`src/rtl/acq_uart_sequencer_if.sv`:
```
`default_nettype none
// +----------------------------------------------------------------------------+
// | Module  : acq_uart_sequencer_if                                            |
// | Brief   : ADC capture / UART sequencer signal bundle with modports.        |
// | Rev     : 1.0                                                              |
// +----------------------------------------------------------------------------+
interface acq_uart_sequencer_if #(
  parameter int N_SAMPLES = 32,
  parameter int SAMPLE_W  = 14
);
  logic [SAMPLE_W-1:0]           adc_data;
  logic                          adc_valid;
  logic [SAMPLE_W-1:0]           trig_level;
  logic                          arm;
  logic                          force_trig;
  logic                          abort;
  logic [N_SAMPLES*SAMPLE_W-1:0] waveform;
  logic                          acquire;
  logic                          bit_tick;
  logic                          busy;
  logic [2:0]                    state;
  logic [15:0]                   frames_sent;

  modport master (
    output adc_data, adc_valid, trig_level, arm, force_trig, abort,
    input  waveform, acquire, bit_tick, busy, state, frames_sent
  );

  modport slave (
    input  adc_data, adc_valid, trig_level, arm, force_trig, abort,
    output waveform, acquire, bit_tick, busy, state, frames_sent
  );
endinterface
`default_nettype wire

```
`src/rtl/acq_uart_sequencer.sv`:
```
`default_nettype none
// +----------------------------------------------------------------------------+
// | Module  : acq_uart_sequencer                                               |
// | Brief   : Trigger/capture/transmit sequencer for the ADC-to-UART path,     |
// |           plus the serializer baud strobe. ACQ_AUTO_REARM_EN re-arms      |
// |           after HOLDOFF instead of returning to IDLE.                      |
// | Rev     : 1.0                                                              |
// +----------------------------------------------------------------------------+
module acq_uart_sequencer #(
  parameter int N_SAMPLES     = 32,
  parameter int SAMPLE_W      = 14,
  parameter int BAUD_DIV      = 434,
  parameter int SEND_PAD      = 4,
  parameter int HOLDOFF_TICKS = 1000
) (
  input  logic                 clk,
  input  logic                 rst_n,
  acq_uart_sequencer_if.slave  bus
);

  localparam int          c_idx_w     = $clog2(N_SAMPLES) + 1;
  localparam int          c_addr_w    = $clog2(N_SAMPLES);
  localparam int          c_baud_w    = $clog2(BAUD_DIV);
  localparam logic [15:0] c_send_last = 16'(N_SAMPLES * 30 + SEND_PAD - 1);
  localparam logic [15:0] c_hold_last = 16'(HOLDOFF_TICKS - 1);

  typedef enum logic [2:0] {
    S_IDLE    = 3'd0,
    S_ARMED   = 3'd1,
    S_CAPTURE = 3'd2,
    S_SEND    = 3'd3,
    S_HOLDOFF = 3'd4
  } state_t;

`ifdef ACQ_AUTO_REARM_EN
  localparam state_t c_holdoff_exit = S_ARMED;
`else
  localparam state_t c_holdoff_exit = S_IDLE;
`endif

  state_t               r_state;
  state_t               w_next_state;
  logic [c_baud_w-1:0]  r_baud_cnt;
  logic                 w_tick;
  logic [SAMPLE_W-1:0]  r_prev_sample;
  logic                 w_trig;
  logic [c_idx_w-1:0]   r_idx;
  logic [c_idx_w-1:0]   w_idx_next;
  logic [15:0]          r_tick_cnt;
  logic [15:0]          w_tick_cnt_next;
  logic [15:0]          r_frames_sent;
  logic                 w_frame_done;
  logic                 w_wr_en;
  logic [c_addr_w-1:0]  w_wr_addr;
  logic [SAMPLE_W-1:0]  r_wave [N_SAMPLES];

  // Free-running baud divider, independent of the sequencer state
  assign w_tick = (r_baud_cnt == c_baud_w'(BAUD_DIV - 1));

  always_ff @(posedge clk or negedge rst_n) begin
    if (!rst_n)      r_baud_cnt <= '0;
    else if (w_tick) r_baud_cnt <= '0;
    else             r_baud_cnt <= r_baud_cnt + c_baud_w'(1);
  end

  always_ff @(posedge clk or negedge rst_n) begin
    if (!rst_n)              r_prev_sample <= '0;
    else if (bus.adc_valid)  r_prev_sample <= bus.adc_data;
  end

  // A crossing and force_trig in the same cycle collapse into one trigger
  assign w_trig = bus.force_trig
               || (bus.adc_valid
                   && (r_prev_sample < bus.trig_level)
                   && (bus.adc_data >= bus.trig_level));

  always_ff @(posedge clk or negedge rst_n) begin
    if (!rst_n) r_state <= S_IDLE;
    else        r_state <= w_next_state;
  end

  always_comb begin
    w_next_state    = r_state;
    w_wr_en         = 1'b0;
    w_wr_addr       = r_idx[c_addr_w-1:0];
    w_idx_next      = r_idx;
    w_tick_cnt_next = r_tick_cnt;
    w_frame_done    = 1'b0;
    case (r_state)
      S_IDLE: begin
        if (bus.arm) w_next_state = S_ARMED;
      end
      S_ARMED: begin
        if (w_trig) begin
          w_next_state = S_CAPTURE;
          if (bus.adc_valid) begin
            w_wr_en    = 1'b1;
            w_wr_addr  = '0;
            w_idx_next = c_idx_w'(1);
          end else begin
            w_idx_next = '0;
          end
        end
      end
      S_CAPTURE: begin
        if (bus.adc_valid) begin
          w_wr_en    = 1'b1;
          w_idx_next = r_idx + c_idx_w'(1);
          if (r_idx == c_idx_w'(N_SAMPLES - 1)) begin
            w_next_state    = S_SEND;
            w_tick_cnt_next = '0;
          end
        end
      end
      S_SEND: begin
        if (w_tick) begin
          if (r_tick_cnt == c_send_last) begin
            w_next_state    = S_HOLDOFF;
            w_frame_done    = 1'b1;
            w_tick_cnt_next = '0;
          end else begin
            w_tick_cnt_next = r_tick_cnt + 16'd1;
          end
        end
      end
      S_HOLDOFF: begin
        if (w_tick) begin
          if (r_tick_cnt == c_hold_last) begin
            w_next_state    = c_holdoff_exit;
            w_tick_cnt_next = '0;
          end else begin
            w_tick_cnt_next = r_tick_cnt + 16'd1;
          end
        end
      end
      default: w_next_state = S_IDLE;
    endcase

    // Abort overrides everything, including a frame completing this cycle
    if (bus.abort) begin
      w_next_state    = S_IDLE;
      w_wr_en         = 1'b0;
      w_frame_done    = 1'b0;
      w_idx_next      = '0;
      w_tick_cnt_next = '0;
    end
  end

  always_ff @(posedge clk or negedge rst_n) begin
    if (!rst_n) begin
      r_idx         <= '0;
      r_tick_cnt    <= '0;
      r_frames_sent <= '0;
    end else begin
      r_idx      <= w_idx_next;
      r_tick_cnt <= w_tick_cnt_next;
      if (w_frame_done) r_frames_sent <= r_frames_sent + 16'd1;
    end
  end

  always_ff @(posedge clk or negedge rst_n) begin
    if (!rst_n) begin
      for (int i = 0; i < N_SAMPLES; i++) r_wave[i] <= '0;
    end else if (w_wr_en) begin
      r_wave[w_wr_addr] <= bus.adc_data;
    end
  end

  generate
    for (genvar gi = 0; gi < N_SAMPLES; gi++) begin : g_pack
      assign bus.waveform[gi*SAMPLE_W +: SAMPLE_W] = r_wave[gi];
    end
  endgenerate

  assign bus.acquire     = (r_state != S_SEND);
  assign bus.bit_tick    = w_tick;
  assign bus.busy        = (r_state != S_IDLE);
  assign bus.state       = r_state;
  assign bus.frames_sent = r_frames_sent;

endmodule
`default_nettype wire

```
`src/flat_wrapper.sv`:
```
// flat-port wrapper written by rule: the top's interface ports become plain ports
module acq_uart_sequencer_flat 
#(
  parameter int N_SAMPLES     = 32,
  parameter int SAMPLE_W      = 14,
  parameter int BAUD_DIV      = 434,
  parameter int SEND_PAD      = 4,
  parameter int HOLDOFF_TICKS = 1000
)
  (clk, rst_n, bus_adc_data, bus_adc_valid, bus_trig_level, bus_arm, bus_force_trig, bus_abort, bus_waveform, bus_acquire, bus_bit_tick, bus_busy, bus_state, bus_frames_sent);
  acq_uart_sequencer_if #(.N_SAMPLES(N_SAMPLES), .SAMPLE_W(SAMPLE_W)) bus_i ();
  input  logic clk;
  input  logic rst_n;
  input wire logic [$bits(bus_i.adc_data)-1:0] bus_adc_data;
  input wire logic [$bits(bus_i.adc_valid)-1:0] bus_adc_valid;
  input wire logic [$bits(bus_i.trig_level)-1:0] bus_trig_level;
  input wire logic [$bits(bus_i.arm)-1:0] bus_arm;
  input wire logic [$bits(bus_i.force_trig)-1:0] bus_force_trig;
  input wire logic [$bits(bus_i.abort)-1:0] bus_abort;
  output wire logic [$bits(bus_i.waveform)-1:0] bus_waveform;
  output wire logic [$bits(bus_i.acquire)-1:0] bus_acquire;
  output wire logic [$bits(bus_i.bit_tick)-1:0] bus_bit_tick;
  output wire logic [$bits(bus_i.busy)-1:0] bus_busy;
  output wire logic [$bits(bus_i.state)-1:0] bus_state;
  output wire logic [$bits(bus_i.frames_sent)-1:0] bus_frames_sent;
  assign bus_i.adc_data = bus_adc_data;
  assign bus_i.adc_valid = bus_adc_valid;
  assign bus_i.trig_level = bus_trig_level;
  assign bus_i.arm = bus_arm;
  assign bus_i.force_trig = bus_force_trig;
  assign bus_i.abort = bus_abort;
  assign bus_waveform = bus_i.waveform;
  assign bus_acquire = bus_i.acquire;
  assign bus_bit_tick = bus_i.bit_tick;
  assign bus_busy = bus_i.busy;
  assign bus_state = bus_i.state;
  assign bus_frames_sent = bus_i.frames_sent;
  acq_uart_sequencer #(.N_SAMPLES(N_SAMPLES), .SAMPLE_W(SAMPLE_W), .BAUD_DIV(BAUD_DIV), .SEND_PAD(SEND_PAD), .HOLDOFF_TICKS(HOLDOFF_TICKS)) u_core (.clk(clk), .rst_n(rst_n), .bus(bus_i));
endmodule
```
`config.mk`:
```
export PLATFORM = sky130hd
export DESIGN_NAME = acq_uart_sequencer_flat
export DESIGN_NICKNAME = d
export VERILOG_FILES = /design/src/rtl/acq_uart_sequencer_if.sv /design/src/rtl/acq_uart_sequencer.sv /design/src/flat_wrapper.sv
export SDC_FILE = /design/constraint.sdc
export NUM_CORES = 1
export LEC_CHECK = 0
export ABC_AREA = 1
export CORE_MARGIN = 1
export CORE_UTILIZATION = 34
export DETAILED_ROUTE_END_ITERATION = 7
export HOLD_SLACK_MARGIN = 0.06
export PLACE_DENSITY = 0.69
export SLEW_MARGIN = 20
export SYNTH_ARGS = -nofsm -noshare
export SYNTH_HDL_FRONTEND = slang
export SYNTH_SLANG_ARGS = --single-unit
export TNS_END_PERCENT = 1
```
`constraint.sdc`:
```
create_clock -name clk -period 3.41 [get_ports clk]
set_input_delay 0.682 -clock clk [delete_from_list [all_inputs] [get_ports clk]]
set_output_delay 0.682 -clock clk [all_outputs]
set_load 0.005 [all_outputs]
```
==> summary.txt, run 1 <==
====================================================================================
Core region area                                                           62050 um2
Share of final-layout standard cells stronger than drive strength 1          0.09061
Dominant register cell in the synthesized netlist                            dfrtp_1
Area after detailed placement                                              28490 um2
Largest cells by area after synthesis                                   dfrtp_1 (60%), nand2_1 (19%), nand3_1 (6.3%)
Antenna-violating nets left                                                        0
Setup CP Type                                                                 in2reg
Worst relative slew slack                                                     0.5236
Clock tree from TritonCTS                                                      built
Final net count                                                                 3112
Critical Path Most Common Cell                                               nand2_1
Root cell of the clock tree                                                clkbuf_16
Worst slew pin tran                                                        0.7092 ns
DRC violation count after routing                                                  0
Floorplan die width                                                         253.4 um
Row count                                                                         91
Critical path data arrival time                                              3.55 ns
Slowest stage cell, crit path                                           clkdlybuf4s50_1
Post-Synthesis Net Count                                                        2560
Share of the yosys chip area belonging to registers                           0.5963
Inserted Clock Buffers                                                            55
First-pass GRT wire length                                                 113900 um
Post-CTS repair timing setup buffer count                                          0
Hold Buf Count CTS                                                                 1
Setup slack at placement                                                  -0.2120 ns
Maximum number of pins on one net before global-route repair                      86
Initial drt markers                                                             1483
Part of the cycle the worst path needs                                        0.8956
Hpwl dp                                                                     51100 um
Yosys cell types                                                                  37
Top-level port count                                                             504
Ordered list of cells on the worst path                                 clkdlybuf4s50_1 -> inv_1 -> ha_1 -> nand2_1 -> nor2_1 -> nand2_1 -> nor2_1 -> nand2_1 -> nand3_1 -> nand2_1 -> nand2_1 -> nand3_2 -> o21ai_2 -> nand2_4 -> buf_4 -> buf_12 -> o21ai_1 -> nand2_1
Number of enable flip-flop cells after synthesis                                   0
Count of buffering cells on the critical path with inverters included              4
Die Span Y                                                                  253.4 um
Initial Utilization                                                           0.3463
Number of max-slew violations in the final report                                  0
Pwr/cell area                                                           477.3 nW/um2
Count of cells resized by post-cts repair                                          0
Wirelength, routed                                                          75670 um
Post-route worst setup slack                                               0.3560 ns
Setup clock skew after layout                                             0.03661 ns
Synthesized instance count                                                      2494
Kind of start point of the critical path                                   input pin
Flip-flop and latch count after synthesis                                        512
Iteration count of the initial detailed-routing pass                               6
Gate family responsible for the most delay along the worst path         buffers and inverters
Placer's final routability congestion estimate                                0.8533
Static leakage                                                              15.47 nW
Maximum number of buffers from clock root to sink                                  3
Vias per Instance                                                              4.853
IO Port Bufs                                                                     503
Max capacitance violation total                                                    0
Htree depth                                                                        2
CP Max Fanout                                                                     36
Hold Fails Final Rpt                                                               0
Growth of design area from synthesis to finish                                41.78%
FMAX                                                                      0.3274 GHz
Min-delay worst type                                                         reg2reg
Clock Sink Count                                                                 512
Number of setup violations in the final report                                     0
Kind of capture point of the worst setup path                              flip-flop
Proportion of netlist area held by the largest area contributor               0.5963
Detail-routed net length per standard cell                                  19.26 um
Unrepaired setup endpoints after global routing                                   no
Critical path's largest stage delay                                          0.60 ns
Total die area                                                             64210 um2
Vias in the first global route                                                 18256
Post-synth top area cell                                                     dfrtp_1
Run status                                                                 completed
CTS clk-pin slew, worst paths                                                0.06 ns
Synthesized cell area                                                      21490 um2
Number of antenna violations at the first check in global routing                  7
Most frequent cells in the layout                                       nand2_1 (1102), dfrtp_1 (512), clkdlybuf4s50_1 (488)
Async set-reset flop share out of synthesis                                    1.000
Final cell area excluding filler cells                                     30470 um2
# fillers                                                                       5720
Overall track demand over capacity in global routing                          0.2334
Worst EP required                                                            3.90 ns
Warnings from Yosys                                                                0
Insertion delay of the later-clocked pin in the worst-skew pair              0.61 ns
Worst ir drop on vdd                                                       0.4142 mV
Post-Synthesis Mean Instance Area                                          8.616 um2
Vias after detailed routing                                                    19066
Overall power                                                               14.54 mW
Overflow after GRT                                                                 0
Clock period minus final worst setup slack                                  3.054 ns
Most common cell after layout, fill and taps aside                           nand2_1
Final-layout worst hold slack                                              0.4678 ns
====================================================================================
per-stage QoR:
stage	instances	setup TNS (ns)	utilization
2_1_floorplan	2494	0	-
3_3_place_gp	3825	-46.07	0.4591
3_5_place_dp	3825	-44.72	0.4591
4_1_cts	3927	0	0.4909
5_1_grt	3928	0	0.4909
6_report	3929	0	0.4910
flip-flops by register name (all words and copies together) (netlist names):
name / cells
u_core.r_tick_cnt: 16
u_core.r_baud_cnt: 9
u_core.bus.state: 3
u_core.bus.frames_sent: 16
u_core.r_prev_sample: 14
u_core.r_idx: 6
u_core.bus.waveform: 448
cell usage after synthesis (3+ instances only):
cell / instances
inv_1: 101
buf_4: 3
nand2_1: 1102
nand4_1: 19
nor3_1: 21
nand3_1: 269
buf_1: 7
o21ai_1: 85
nor2_1: 61
nor2_2: 5
buf_2: 71
inv_2: 3
o21ai_0: 56
dfrtp_1: 512
xor2_1: 16
clkbuf_1: 76
xnor2_1: 7
ha_1: 32
o22ai_1: 3
a21oi_1: 25
layout make-up:
cell class | instances | area [um2] | share of cell area
repair buffers | 653 | 6624 | 0.2174
flip-flops and latches | 512 | 12810 | 0.4206
clock buffers | 76 | 1585 | 0.05203
multi-input cells | 1719 | 7619 | 0.2501
diodes | 2 | 5.005 | 0.0001643
inverters | 105 | 394.1 | 0.01294
well taps | 837 | 1047 | 0.03437
clock inverters | 25 | 379.1 | 0.01244
worst register-to-register path, cell delays in order, from the launching register on:
cell and delay (ns):
dfrtp_1 0.38, ha_1 0.29, a21oi_1 0.21, nand2_1 0.08, nand2_1 0.06, nand2_1 0.05
a21oi_1 0.12, nand2_1 0.11, nand2_1 0.11, nand3_2 0.25, o21ai_2 0.21, nand2_4 0.08
buf_4 0.20, buf_12 0.19, o21ai_1 0.18, nand2_1 0.08
report_power, final:
group	total, mW	switching [mW]	internal, mW	leakage [nW]
Clock	6.45	2.58	3.87	0.966
Sequential	6.48	0.173	6.31	7.06
Combinational	1.61	0.937	0.670	7.44
Total	14.5	3.69	10.9	15.5
final timing paths:
kind,start,to,slack (ns),cells after the start
worst min register to register,u_core.bus.waveform[90]$_DFFE_PN0P_,u_core.bus.waveform[90]$_DFFE_PN0P_,0.47,2
worst max register to register,u_core.r_prev_sample[9]$_DFFE_PN0P_,u_core.bus.waveform[179]$_DFFE_PN0P_,0.71,15
min in group asynchronous,rst_n,u_core.bus.waveform[429]$_DFFE_PN0P_,0.63,2
max in group asynchronous,rst_n,u_core.bus.waveform[271]$_DFFE_PN0P_,1.75,3
worst min-delay path,u_core.bus.waveform[90]$_DFFE_PN0P_,u_core.bus.waveform[90]$_DFFE_PN0P_,0.47,2
worst max-delay path,bus_trig_level[10],u_core.bus.waveform[179]$_DFFE_PN0P_,0.36,18
per-layer routing:
layer / share of wire / GRT usage / wire (um)
met1: 0.43 / 0.3262 / 32860
met3: 0.091 / 0.05654 / 6865
met4: 0.022 / 0.05974 / 1635
met5: 0.00063 / 0 / 48
met2: 0.45 / 0.3615 / 34260
cell families (layout without fill, tap and decap cells):
logic type               after synthesis  count (layout)  synth area share
AND/OR/NAND/NOR                     1485            1485            0.2809
flip-flops                           512             512            0.5963
buffers and inverters                263             859           0.05095
AO/OA/AOI/OAI                        179             179           0.04385
adder cells (fa/ha/maj)               32              32           0.01863
XOR/XNOR                              23              23          0.009374
other                                  0               2                 0
(Power assumes the default switching activity.)
==> run 2: changes to the inputs <==
Settings changed: CTS_BUF_LIST from default to sky130_fd_sc_hd__clkbuf_8.
==> run 2 against run 1 <==
  * Clock power shrank 5.9%
  * Critical path depth is the same
  * Combinational power is essentially flat
  * Worst setup slack gained 0.082 ns
  * Power shrank 2.7%
  * Non-clock buffer count is the same
  * First-iteration DRC count grew 5.7%
  * Global-route usage grew 0.28 points
  * Die area is the same
  * Critical path type unchanged
  * Largest cell class unchanged
==> summary.txt, run 2 (same netlist as run 1, synthesis figures left out) <==
==================================================================================
Run status                                                               completed
Worst min-delay path endpoint                                         u_core.bus.waveform[90]$_DFFE_PN0P_
IO Port Bufs                                                                   503   unchanged
Worst flop-to-flop path startpoint                                    u_core.r_prev_sample[9]$_DFFE_PN0P_
Worst ir drop on vdd                                                     0.2816 mV   -32%
Ordered list of cells on the worst path                               clkdlybuf4s50_1 -> inv_1 -> ha_1 -> nand2_1 -> nor2_1 -> nand2_1 -> nor2_1 -> nand2_1 -> nand3_1 -> nand2_1 -> nand2_1 -> nand3_2 -> o21ai_2 -> nand2_4 -> buf_4 -> buf_12 -> o21ai_1 -> nand2_1
Kind of start point of the critical path                                 input pin
# fillers                                                                     5753   +0.58%
Switching pwr                                                             3.784 mW   +2.5%
Die Span Y                                                                253.4 um   unchanged
Area of the multi-input gates                                             7619 um2   unchanged
Max reg flops                                                                  448   unchanged
Vias in the first global route                                               18626   +2.0%
Clock period minus final worst setup slack                                2.972 ns   -0.08172 ns
Maximum number of buffers from clock root to sink                                3   unchanged
Hold path start                                                       u_core.bus.waveform[90]$_DFFE_PN0P_
Most common cell after layout, fill and taps aside                         nand2_1
Worst EP required                                                          3.97 ns   +0.07 ns
Path depth of the worst reg2reg path                                            15   unchanged
Part of the cycle the worst path needs                                      0.8716   -0.02397
Switching fraction of total power                                           0.2673   +0.01357
Growth of design area from synthesis to finish                              41.63%
Pwr/cell area                                                         465.1 nW/um2   -2.6%
Vias per Instance                                                            4.810   -0.89%
Register-to-Register Setup Slack                                           0.71 ns   about the same
Vias after detailed routing                                                  19171   +0.55%
Count of cells resized by post-cts repair                                        0   unchanged
Total die area                                                           64210 um2   unchanged
Share of total power in combinational logic                                  0.113   +0.003
Hpwl dp                                                                   51100 um   unchanged
Insertion delay of the later-clocked pin in the worst-skew pair            0.68 ns   +0.07 ns
CTS clk-pin slew, worst paths                                              0.06 ns   about the same
Share of final-layout standard cells stronger than drive strength 1         0.1026   +0.01202
Min-delay worst type                                                       reg2reg
Endpoint of the worst-slack reg-to-reg timing path                    u_core.bus.waveform[179]$_DFFE_PN0P_
Max capacitance violation total                                                  0   unchanged
Floorplan die width                                                       253.4 um   unchanged
Critical path data arrival time                                            3.53 ns   -0.02 ns
Maximum number of pins on one net before global-route repair                    86   unchanged
Number of setup violations in the final report                                   0   unchanged
Setup CP Type                                                               in2reg
Hold Buf Count CTS                                                               1   unchanged
Static leakage                                                            15.58 nW   +0.72%
Number of max-slew violations in the final report                                0   unchanged
Wirelength, routed                                                        76000 um   +0.44%
Critical Path Most Common Cell                                             nand2_1
Critical path's largest stage delay                                        0.59 ns   about the same
Core region area                                                         62050 um2   unchanged
FMAX                                                                    0.3364 GHz   +2.7%
First-pass GRT wire length                                               114700 um   +0.78%
Final net count                                                               3144   +1.0%
Root cell of the clock tree                                               clkbuf_8
Register area                                                            12810 um2   unchanged
Number of antenna violations at the first check in global routing                8   +1
Detail-routed net length per standard cell                                19.07 um   -0.99%
Clock tree from TritonCTS                                                    built
Iteration count of the initial detailed-routing pass                             5   -1
Count of cells along the worst hold path                                         2   unchanged
Clock Sink Count                                                               512   unchanged
Worst slew pin tran                                                      0.7316 ns   +0.02245 ns
Post-CTS repair timing setup buffer count                                        0   unchanged
Kind of capture point of the worst setup path                            flip-flop
Unrepaired setup endpoints after global routing                                 no
Clock power share                                                            0.429   -0.015
Final-layout worst hold slack                                            0.4673 ns   -0.0005670 ns
Part of the power in registers                                               0.458   +0.012
Top-level port count                                                           504   unchanged
Most frequent cells in the layout                                     nand2_1 (1102), dfrtp_1 (512), clkdlybuf4s50_1 (488)
Row count                                                                       91   unchanged
Hold Fails Final Rpt                                                             0   unchanged
Slowest stage cell, crit path                                         clkdlybuf4s50_1
DRC violation count after routing                                                0   unchanged
Internal portion of total power                                           10.37 mW   -4.4%
Antenna-violating nets left                                                      0   unchanged
Overflow after GRT                                                               0   unchanged
Initial drt markers                                                           1568   +5.7%
Setup clock skew after layout                                           0.03324 ns   -0.003371 ns
Overall track demand over capacity in global routing                        0.2362   +0.002784
Worst relative slew slack                                                   0.5085   -0.01508
Htree depth                                                                      3   +1
Placer's final routability congestion estimate                              0.8533   unchanged
CP Max Fanout                                                                   36   unchanged
Initial Utilization                                                         0.3463   unchanged
Util after Layout                                                           0.4904   -0.0005240
Inserted Clock Buffers                                                          87   +58%
==================================================================================
run 2: cell count changes in the layout (fill, tap and decap cells not counted), moves of 3 or more:
| cell | change |
|---|---|
| clkbuf_8 | +100 |
| clkbuf_1 | -8 |
| bufinv_16 | -3 |
| clkbuf_16 | -55 |
| inv_1 | +22 |
run 2: how the worst max path moves through the flow:
stage	startpoint	end	slack (ns)
after floorplan	bus_trig_level[11]	u_core.bus.waveform[308]$_DFFE_PN0P_	0.66
after global placement	bus_trig_level[10]	u_core.bus.waveform[37]$_DFFE_PN0P_	-0.17
after detailed placement	bus_trig_level[10]	u_core.bus.waveform[179]$_DFFE_PN0P_	-0.21
after CTS	u_core.r_baud_cnt[1]$_DFF_PN0_	bus_bit_tick	0.43
after global routing	bus_trig_level[10]	u_core.bus.waveform[179]$_DFFE_PN0P_	0.23
final	bus_trig_level[10]	u_core.bus.waveform[179]$_DFFE_PN0P_	0.44
run 2: metrics by stage:
stage	power, mW	TNS, ns	instances	cell area (um2)	worst slack, ns
finish	14.15	0	3986	30430	0.4377
global route	14.74	0	3985	30430	0.2299
CTS	14.31	0	3984	30430	0.4266
detailed placement	8.207	-44.72	3825	28490	-0.2120
global placement	8.180	-46.07	3825	28490	-0.1716
floorplan	7.168	0	2494	21490	0.6632
run 2: area by class of cell:
cell class / instances / area share
flip-flops and latches: 512 / 0.4210
multi-input cells: 1719 / 0.2503
repair buffers: 653 / 0.2177
clock buffers: 113 / 0.05110
well taps: 837 / 0.03441
inverters: 105 / 0.01295
clock inverters: 45 / 0.01238
diodes: 2 / 0.0001645
run 2: metal layers:
metal	up-vias	track usage	share of wire
met5	-	0	0.00084
li1	9097	-	-
met2	786	0.3623	0.45
met3	143	0.06065	0.094
met1	9135	0.3231	0.43
met4	10	0.08035	0.025
run 2: critical path: cells and delay by family:
family | cells | cell delay, ns
compound gates | 2 | 0.36
fa+ha+maj | 1 | 0.31
buf+inv | 4 | 1.10
simple gates | 11 | 1.04
run 2: power by group through the flow:
stage / Combinational (mW) / Clock [mW] / Sequential, mW
6_report: 1.60 / 6.07 / 6.48
5_1_grt: 1.77 / 6.47 / 6.51
4_1_cts: 1.62 / 6.20 / 6.49
3_5_place_dp: 1.61 / 0 / 6.59
3_3_place_gp: 1.59 / 0 / 6.59
2_1_floorplan: 0.603 / 0 / 6.56
==> run 3: changes to the inputs <==
Settings changed: HOLD_SLACK_MARGIN 0.06 to default.
==> results of run 3 <==
No change in the layout: final DEF, timing and power equal those of run 2.
